**config.mk**
```make
export PLATFORM = sky130hd
export DESIGN_NAME = mux_rr_nto1
export DESIGN_NICKNAME = d
export VERILOG_FILES = /design/src/rtl/mux_rr_nto1.sv
export SDC_FILE = /design/constraint.sdc
export NUM_CORES = 1
export LEC_CHECK = 0
export ABC_AREA = 1
export ABC_CLOCK_PERIOD_IN_PS = 2300
export CAP_MARGIN = 0
export CORE_MARGIN = 2
export CORE_UTILIZATION = 40
export DETAILED_ROUTE_END_ITERATION = 8
export PLACE_DENSITY = 0.92
export SYNTH_ARGS = -nofsm -noshare
export SYNTH_HDL_FRONTEND = slang
export SYNTH_SLANG_ARGS = --single-unit
```
**constraint.sdc**
```tcl
create_clock -name clk -period 2.3 [get_ports clk]
set_input_delay 0.46 -clock clk [delete_from_list [all_inputs] [get_ports clk]]
set_output_delay 0.46 -clock clk [all_outputs]
set_load 0.03 [all_outputs]
```
**src/rtl/mux_rr_nto1.sv**
```systemverilog
// N-input registered multiplexer with valid/ready handshaking on every port.
// Passes a fixed channel (select mode) or arbitrates round-robin (arbiter mode).
module mux_rr_nto1 #(
  parameter int WIDTH = 8,
  parameter int N     = 4,
  parameter int SELW  = $clog2(N)
) (
  input  logic                 clk,
  input  logic                 rst_n,
  input  logic [N*WIDTH-1:0]   in_data,
  input  logic [N-1:0]         in_valid,
  output logic [N-1:0]         in_ready,
  input  logic                 mode,
  input  logic [SELW-1:0]      sel,
  output logic [WIDTH-1:0]     out_data,
  output logic [SELW-1:0]      out_src,
  output logic                 out_valid,
  input  logic                 out_ready
);

  logic [WIDTH-1:0] r_outData;
  logic [SELW-1:0]  r_outSrc;
  logic             r_outValid;
  logic [SELW-1:0]  r_last;

  logic             w_load;
  logic             w_selV;
  logic             w_arbV;
  logic [SELW-1:0]  w_arbGnt;
  logic             w_gntV;
  logic [SELW-1:0]  w_gnt;
  logic             w_accept;
  logic [WIDTH-1:0] w_gntData;
  int               w_rrIdx;

  // Scan from the lowest priority (last) down to last+1 so the nearest valid channel past last wins.
  always_comb begin
    w_arbV   = 1'b0;
    w_arbGnt = '0;
    w_rrIdx  = 0;
    for (int k = N; k >= 1; k--) begin
      w_rrIdx = (int'(r_last) + k) % N;
      if (in_valid[SELW'(w_rrIdx)]) begin
        w_arbV   = 1'b1;
        w_arbGnt = SELW'(w_rrIdx);
      end
    end
  end

  assign w_selV   = (int'(sel) < N) && in_valid[sel];
  assign w_gntV   = mode ? w_arbV : w_selV;
  assign w_gnt    = mode ? w_arbGnt : sel;
  assign w_load   = !r_outValid || out_ready;
  assign w_accept = rst_n && w_gntV && w_load;

  always_comb begin
    in_ready = '0;
    if (w_accept) begin
      in_ready[w_gnt] = 1'b1;
    end
  end

  always_comb begin
    w_gntData = '0;
    for (int i = 0; i < N; i++) begin
      if (w_gnt == SELW'(i)) begin
        w_gntData = in_data[i*WIDTH +: WIDTH];
      end
    end
  end

  // A load with nothing granted empties the register but keeps the stale word and source.
  always_ff @(posedge clk) begin
    if (!rst_n) begin
      r_outData  <= '0;
      r_outSrc   <= '0;
      r_outValid <= 1'b0;
      r_last     <= SELW'(N - 1);
    end else if (w_load) begin
      if (w_gntV) begin
        r_outData  <= w_gntData;
        r_outSrc   <= w_gnt;
        r_outValid <= 1'b1;
        r_last     <= w_gnt;
      end else begin
        r_outValid <= 1'b0;
      end
    end
  end

  assign out_data  = r_outData;
  assign out_src   = r_outSrc;
  assign out_valid = r_outValid;

endmodule

```
=== Yosys cells after proc, flatten, opt, wreduce, memory -nomap -nowiden ===
Index checks and enable logic that the tools add are counted.

* Logic and storage cells: 57
* Input port bits: 42
* Register bits: 13
* Output and inout bits: 15

* Add/subtract/negate cells: 4
* Equality and inequality tests: 3
* Mux-type cells: 32
* Reductions and logical operators: 7
* $lt $le $gt $ge: 7

{| class="wikitable"
|+ Operators by type and width
! operator !! number
|-
| 2-to-1 mux 8 bit || 4
|-
| less-than comparator 2 x 4 -> 1 bit (second input constant) || 4
|-
| 2-to-1 mux 1 bit || 16
|-
| binary-select mux 1 bit (select 2 bit) || 5
|-
| 2-to-1 mux 2 bit || 5
|-
| less-than comparator 2 x 3 -> 1 bit (second input constant) || 2
|-
| adder 2 x 1 -> 2 bit (second input constant) || 2
|-
| adder 2 bit (second input constant) || 2
|-
| == test 2 bit (second input constant) || 2
|-
| 2-to-1 mux 4 bit || 1
|-
| logical AND 1 bit || 3
|-
| demux 1 bit (select 2 bit) || 1
|-
| == test 2 x 1 -> 1 bit (second input constant) || 1
|-
| >= comparator 2 x 1 -> 1 bit (second input constant) || 1
|-
| logical NOT 2 bit || 1
|-
| AND reduction 2 bit || 1
|-
| logical NOT 1 bit || 1
|-
| logical OR 1 bit || 1
|}

=== Logic depth before layout (Yosys ltp) ===
Gate-level depths: netlist of run 1.

* Depth after elaboration: 14
* Depth in mapped cells: 17
* Gate-level depth less buffers: 16

=== Least setup slack after synthesis of run 1 ===
OpenSTA, ideal clock, no wires.

* Path type: input to output
* Start point: input port in_valid[1]
* End point: output port in_ready[0]
* Cell stages on the path: 9
* Data required time: 1840 ps
* Buffers on the path: 1
* Data arrival time: 1944 ps
* Path slack: -104 ps
* Path through: inv_1 a21oi_1 o21ai_0 o211ai_1 nand3_1 buf_2 inv_1 nand2_1 nor3_1

* Longest elaborated chain between the ends: 13
* Elaborated cells between the ends (all ways): 32
* Those cells by class: order compare (2); mux (27); reduce/logical (3)

{| class="wikitable"
|+ RTL lines
! element !! line !! text
|-
| from (decl) || 11 || <nowiki>input logic [N-1:0] in_valid,</nowiki>
|-
| binary-select mux 1 bit (select 2 bit) || 43 || <nowiki>if (in_valid[SELW'(w_rrIdx)]) begin</nowiki>
|-
| 2-to-1 mux 1 bit (not written as such) (2 in a row) || 43 ||
|-
| 2-to-1 mux 2 bit (4 in a row) || 43 ||
|-
| 2-to-1 mux 2 bit || 52 || <nowiki>assign w_gnt = mode ? w_arbGnt : sel;</nowiki>
|-
| less-than comparator 2 x 3 -> 1 bit (not written as such) or >= comparator 2 x 1 -> 1 bit (tied branches) || 59 || <nowiki>in_ready[w_gnt] = 1'b1;</nowiki>
|-
| logical AND 1 bit (not written as such) || 59 ||
|-
| 2-to-1 mux 1 bit (not written as such) || 59 ||
|-
| demux 1 bit (select 2 bit) || 59 ||
|-
| 2-to-1 mux 4 bit * || 58 || <nowiki>if (w_accept) begin</nowiki>
|-
| to (decl) || 12 || <nowiki>output logic [N-1:0] in_ready,</nowiki>
|}

Mark *: on every way between the ends. The rest lies on a longest branch, timed or not. The select of a mux whose other input is x is not followed.

=== Final worst setup path of run 1 ===
* Start point: register r_last[0]
* End point: output port in_ready[2]

* Longest elaborated chain between the ends: 14
* Elaborated cells between the ends (all ways): 34
* Those cells by class: add/sub (4); order compare (2); mux (25); reduce/logical (3)

{| class="wikitable"
|+ RTL lines
! element !! line !! text
|-
| from (decl) || 24 || <nowiki>logic [SELW-1:0] r_last;</nowiki>
|-
| from (signal assigned) || 78 || <nowiki>r_last <= SELW'(N - 1);</nowiki>
|-
| from (signal assigned) || 84 || <nowiki>r_last <= w_gnt;</nowiki>
|-
| adder 2 x 1 -> 2 bit || 42 || <nowiki>w_rrIdx = (int'(r_last) + k) % N;</nowiki>
|-
| binary-select mux 1 bit (select 2 bit) || 43 ||
|-
| 2-to-1 mux 1 bit (not written as such) (2 in a row) || 43 ||
|-
| 2-to-1 mux 2 bit (4 in a row) || 43 ||
|-
| 2-to-1 mux 2 bit || 52 ||
|-
| less-than comparator 2 x 3 -> 1 bit (not written as such) or >= comparator 2 x 1 -> 1 bit (tied branches) || 59 ||
|-
| logical AND 1 bit (not written as such) || 59 ||
|-
| 2-to-1 mux 1 bit (not written as such) || 59 ||
|-
| demux 1 bit (select 2 bit) || 59 ||
|-
| 2-to-1 mux 4 bit * || 58 ||
|}

Marks and branches as above.

==> metrics.yaml, run 1 <==
gr-total-overflow: 0
cp.arrival_ps: 1900
ys_seq_area_frac: 0.236
p_per_area_nw_per_um2: 628
die_w_um: 56.6
worstHoldPathType: "reg -> reg"
track_usage: 0.246
place.gp.congestion: 0.916
cellLeakagePower_nw: 0.883
rows: 19
vdd_drop_max_v: 0.000552
die_y_um: 56.6
synth.avg_cell_area_um2: 6.21
violations: "setup timing"
final_nets: 295
port_buffers: 56
required_ps: 1840
drc: 0
critPathMaxStageDelay_ps: 350
max_freq_mhz: 423
drt_iter0_drc: 117
first_pass_iters: 4
wire_per_inst_um: 14.4
path_class: "reg -> out"
wl_met2_mm: 2.00
yosysWarnings: 0
maxSlewHeadroom: 0.680
cap_violations: 0
setup_viol: 4
cp-start-kind: "register"
end_kind: "output port"
post-route-min-period_ps: 2360
die_area_um2: 3200
start_util: 0.411
coreArea_um2: 2690
yosysUniqueCellTypes: 24
tns_ps: -195
cts_tree: "done"
io_pins: 57
routed.top_layer: "met4"
root_buffer: "clkbuf_4"
netlist_instances: 178
fin_ws_ps: -63.2
mostFrequentLayoutCells: "clkdlybuf4s50_1 (46), nand2_1 (32), nand3_1 (23)"
grt_pass1_wl_mm: 6.24
tightest_slew_ps: 479
via_per_inst: 5.59
rsz0062_at_grt: "yes"
clk_latency_ps: 280
syn2layout_area_growth_pct: 79.6
drt_wl_total_mm: 4.08
crit_chain: "buf_6 -> inv_8 -> nand2_4 -> nand2_4 -> nand2_2 -> buf_4 -> nand2_1 -> inv_1 -> nand2_1 -> nand2_2 -> nand2_4 -> buf_6 -> nor3_4 -> buf_6"
ys_ff_latch: 13
routed-wl-met3_um: 334
num_vias: 1582
synth_fp_nets: 220
grt_max_degree: 20
finalCritPeriodShare: 1.03
dp_hpwl_mm: 2.81
finClkSkew_ps: 4.82
clock_path_buffers: 2
clkSinkCount: 13
insertedDiodeCount: 0
drive_gt1_frac: 0.325
hold_viol: 0
clk_pin_slew_ps: 90
slew_viol_final: 0
h-tree-depth: 1
antenna_found_initial: 0
critical_path.max_fanout: 7
syn_area_um2: 1100
final_common_cell: "clkdlybuf4s50_1"
numCtsBuffers: 3
drtAntennaViolNets: 0
status: "finished, violations left"
grt_pass1_vias: 1397
fillCellCount: 187
final_core_utilization: 0.739
critPathSlowestCell: "dfxtp_2"
wl_met1_mm: 1.64
-- cell type report --
cell class                      count  area [um2]  share of cell area
Multi-Input combinational cell    141         847               0.427
Timing Repair Buffer               78         732               0.369
Sequential cell                    13         263               0.132
Inverter                           16        77.6              0.0391
Tap cell                           31        38.8              0.0195
Clock buffer                        4        26.3              0.0132
-- through the flow --
stage	area [um2]	hold slack (ps)	setup WS, ps	std cells	total power (W)
6_report	1980	482	-63.2	283	0.00125
3_5_place_dp	1740	463	-283	271	0.000955
5_1_grt	1980	499	-130	283	0.00131
3_3_place_gp	1740	454	-240	271	0.000935
2_1_floorplan	1100	555	-104	178	0.000713
4_1_cts	1900	476	-55.6	282	0.00118
-- cell families after synthesis --
kind of cell,synth area share
DFF,0.236
AOI/OAI and AO/OA,0.153
buffers and inverters,0.114
and+or+nand+nor,0.497
-- report_power, final --
group	leakage, nW	internal [W]	switching (W)	total, W
Clock	0.0150	0.0000674	0.0000831	0.000151
Sequential	0.107	0.000263	0.0000235	0.000286
Combinational	0.761	0.000346	0.000464	0.000810
Total	0.883	0.000676	0.000571	0.00125
-- critical path, delay by kind of cell (launching register included) --
kind / cells / cell delay, ps
simple gates: 8 / 650
buf+inv: 6 / 620
flops: 1 / 350
-- sequential cells by signal, summed over array words and instances, names as in the netlist --
register and cells:
out_valid 1, r_last 2, out_data 8, out_src 2
-- synthesized netlist by cell type (all sizes together) --
library cell / number / share of area
a21oi: 15 / 0.092
nand2: 56 / 0.23
buf: 6 / 0.046
nor2: 21 / 0.071
nor3: 3 / 0.014
clkbuf: 2 / 0.0068
o21ai: 9 / 0.041
o211ai: 3 / 0.020
nand4: 5 / 0.028
or2: 1 / 0.0057
dfxtp: 13 / 0.24
inv: 16 / 0.061
nand3: 28 / 0.15
-- final timing paths --
path | start | end | slack [ps] | cells after the start
min | out_data[5] | out_data[5] | 480 | 2
max reg2reg | r_last[0] | out_data[2] | 200 | 16
max | r_last[0] | in_ready[2] | -60 | 14
min reg2reg | out_data[5] | out_data[5] | 480 | 2
-- what timing repair did --
item	4_1_cts	5_1_grt
pin swaps	16	8
gates resized for setup	33	18
setup endpoints to repair	4	4
hold buffers	0	0
cloned	1	0
setup buffers	6	1
-- per-layer routing --
metal  GRT usage  vias to the layer above
met3      0.0184                       14
met4      0.0816                        0
met1       0.323                      730
met2       0.422                       97
li1            -                      741
met5           0                        -
No activity file was read; power rests on OpenSTA's default activity.
==> run 2: changes to the inputs <==
- SLEW_MARGIN: default -> 15
==> results of run 2 <==
Final layout, timing and power as in run 1 (identical DEF).
==> run 3: changes to the inputs <==
- CAP_MARGIN: 0 -> 20
- REMOVE_ABC_BUFFERS: default -> 1
- TNS_END_PERCENT: default -> 50
==> run 3 against run 2 <==
Effect of this change:
- the run now ends clean
- sequential share of layout area rose by 0.66 points
- power fell by 6.4%
- final cell count rose by 1.1%
- wire length fell by 14%
- critical path type unchanged
- largest cell class unchanged
- highest routed layer unchanged
==> metrics.yaml, run 3 (synthesis gave the netlist of run 1 again) <==
fillCellCount: 218
final_common_cell: "clkdlybuf4s50_1"
grt-busiest-layer: "met2"
die_w_um: 56.6
cp-start-kind: "register"
root_buffer: "clkbuf_4"
critPathMaxStageDelay_ps: 330
drc: 0
insertedDiodeCount: 0
stdcell_count: 286
holdBufCountCts: 0
worst_path_dominant_cell_family: "simple AND/OR/NAND/NOR gates"
clk_latency_ps: 280
max_freq_mhz: 443
start_util: 0.411
wire_per_inst_um: 12.2
cellInternalPower_w: 0.000659
setup_viol: 0
drtAntennaViolNets: 0
track_usage: 0.229
cts_tree: "done"
drive_gt1_frac: 0.310
end_kind: "output port"
sequentialPowerShare: 0.245
antenna_found_initial: 0
place.gp.congestion: 0.840
grt_max_degree: 20
coreArea_um2: 2690
hold_viol: 0
critical_path.max_fanout: 8
final_core_utilization: 0.704
dp_cells: 274
worstHoldPathType: "reg -> reg"
cellLeakagePower_nw: 0.847
grt_use_met1: 0.277
mostFrequentLayoutCells: "clkdlybuf4s50_1 (45), nand2_1 (37), buf_4 (27)"
cp.arrival_ps: 1800
grt_pass1_wl_mm: 5.89
slew_viol_final: 0
h-tree-depth: 1
p_sw_frac: 0.435
drt_iter0_drc: 45
cap_violations: 0
clk_pin_slew_ps: 80
clockPowerShare: 0.128
finalCritPeriodShare: 0.982
post-route-min-period_ps: 2260
hold_ws_ps: 480
die_area_um2: 3200
tns_ps: 0
via_per_inst: 5.05
drt_wl_total_mm: 3.49
dp_hpwl_mm: 2.57
critPathSlowestCell: "dfxtp_2"
numCtsBuffers: 3
maxSlewHeadroom: 0.676
vdd_drop_max_v: 0.000486
crit_chain: "buf_6 -> inv_8 -> nand2_2 -> nand2_2 -> nand2_2 -> nand2_2 -> inv_2 -> nand2_2 -> nand2_2 -> nand2_2 -> nand3_4 -> nand2_4 -> inv_4 -> nor3_2 -> buf_4"
rsz0062_at_grt: "yes"
syn2layout_area_growth_pct: 71.1
first_pass_iters: 4
clock_path_buffers: 2
num_vias: 1444
port_buffers: 56
grt_util_met2: 0.399
clkSinkCount: 13
finClkSkew_ps: 1.09
path_buf_inv: 5
gr-total-overflow: 0
gr-usage-met3: 0.0576
path_class: "reg -> out"
final_nets: 298
status: "complete, no violations"
die_y_um: 56.6
io_pins: 57
p_per_area_nw_per_um2: 617
p_switching_w: 0.000507
combPwrFrac: 0.627
largest_reg_flops: 8
tightest_slew_ps: 485
cpMostUsedCell: "nand2_2"
grt_pass1_vias: 1425
required_ps: 1840
rows: 19
run 3: cell types whose count changed in the layout (fill, tap and decap cells not counted), moves of 3 or more:
cell,change
buf_6,-6
nor3_4,-3
nand2_4,-6
buf_4,+9
nor3_2,+3
nand2_1,+5
run 3: layout make-up:
type	instances	area, um2	share of cell area
multi-input cells	141	759	0.402
inverters	16	72.6	0.0384
repair buffers	81	731	0.386
flip-flops and latches	13	263	0.139
clock buffers	4	26.3	0.0139
well taps	31	38.8	0.0205
run 3: power groups by stage:
stage	Combinational (W)	Clock, W	Sequential [W]
finish	0.000732	0.000149	0.000285
global route	0.000796	0.000164	0.000289
CTS	0.000720	0.000146	0.000285
detailed placement	0.000677	0	0.000286
global placement	0.000663	0	0.000287
floorplan	0.000327	0	0.000352
run 3: path summary, 6_finish.rpt:
path	startpoint	to	slack, ps	cells past startpoint
max reg2reg	r_last[0]	out_data[7]	150	16
max	r_last[0]	in_ready[2]	40	15
min	out_src[0]	out_src[0]	480	2
min reg2reg	out_src[0]	out_src[0]	480	2
run 3: timing repair:
action	CTS	global route
pin swaps	10	6
setup buffers	7	0
endpoints found under the setup margin	4	4
resized for setup	22	4
gates cloned	1	0
hold endpoints to repair	0	0
run 3: worst min-delay path: cells and delay by family (launching register included):
kind	cells	cell delay, ps
AO/OA/AOI/OAI	1	60
flip-flops	1	320
AND/OR/NAND/NOR	1	60
run 3: routing by layer:
layer | wire length (um) | part of all wire
met1 | 1450 | 0.41
met2 | 1760 | 0.51
met4 | 15 | 0.0043
met5 | 0 | 0
met3 | 263 | 0.075
run 3: metrics by stage:
| stage | setup WS [ps] | power, W | area, um2 |
|---|---|---|---|
| 2_1_floorplan | -451 | 0.000679 | 1050 |
| 4_1_cts | -0.169 | 0.00115 | 1880 |
| 3_5_place_dp | -200 | 0.000963 | 1760 |
| 3_3_place_gp | -156 | 0.000950 | 1760 |
| 6_report | 42.1 | 0.00117 | 1890 |
| 5_1_grt | -107 | 0.00125 | 1890 |
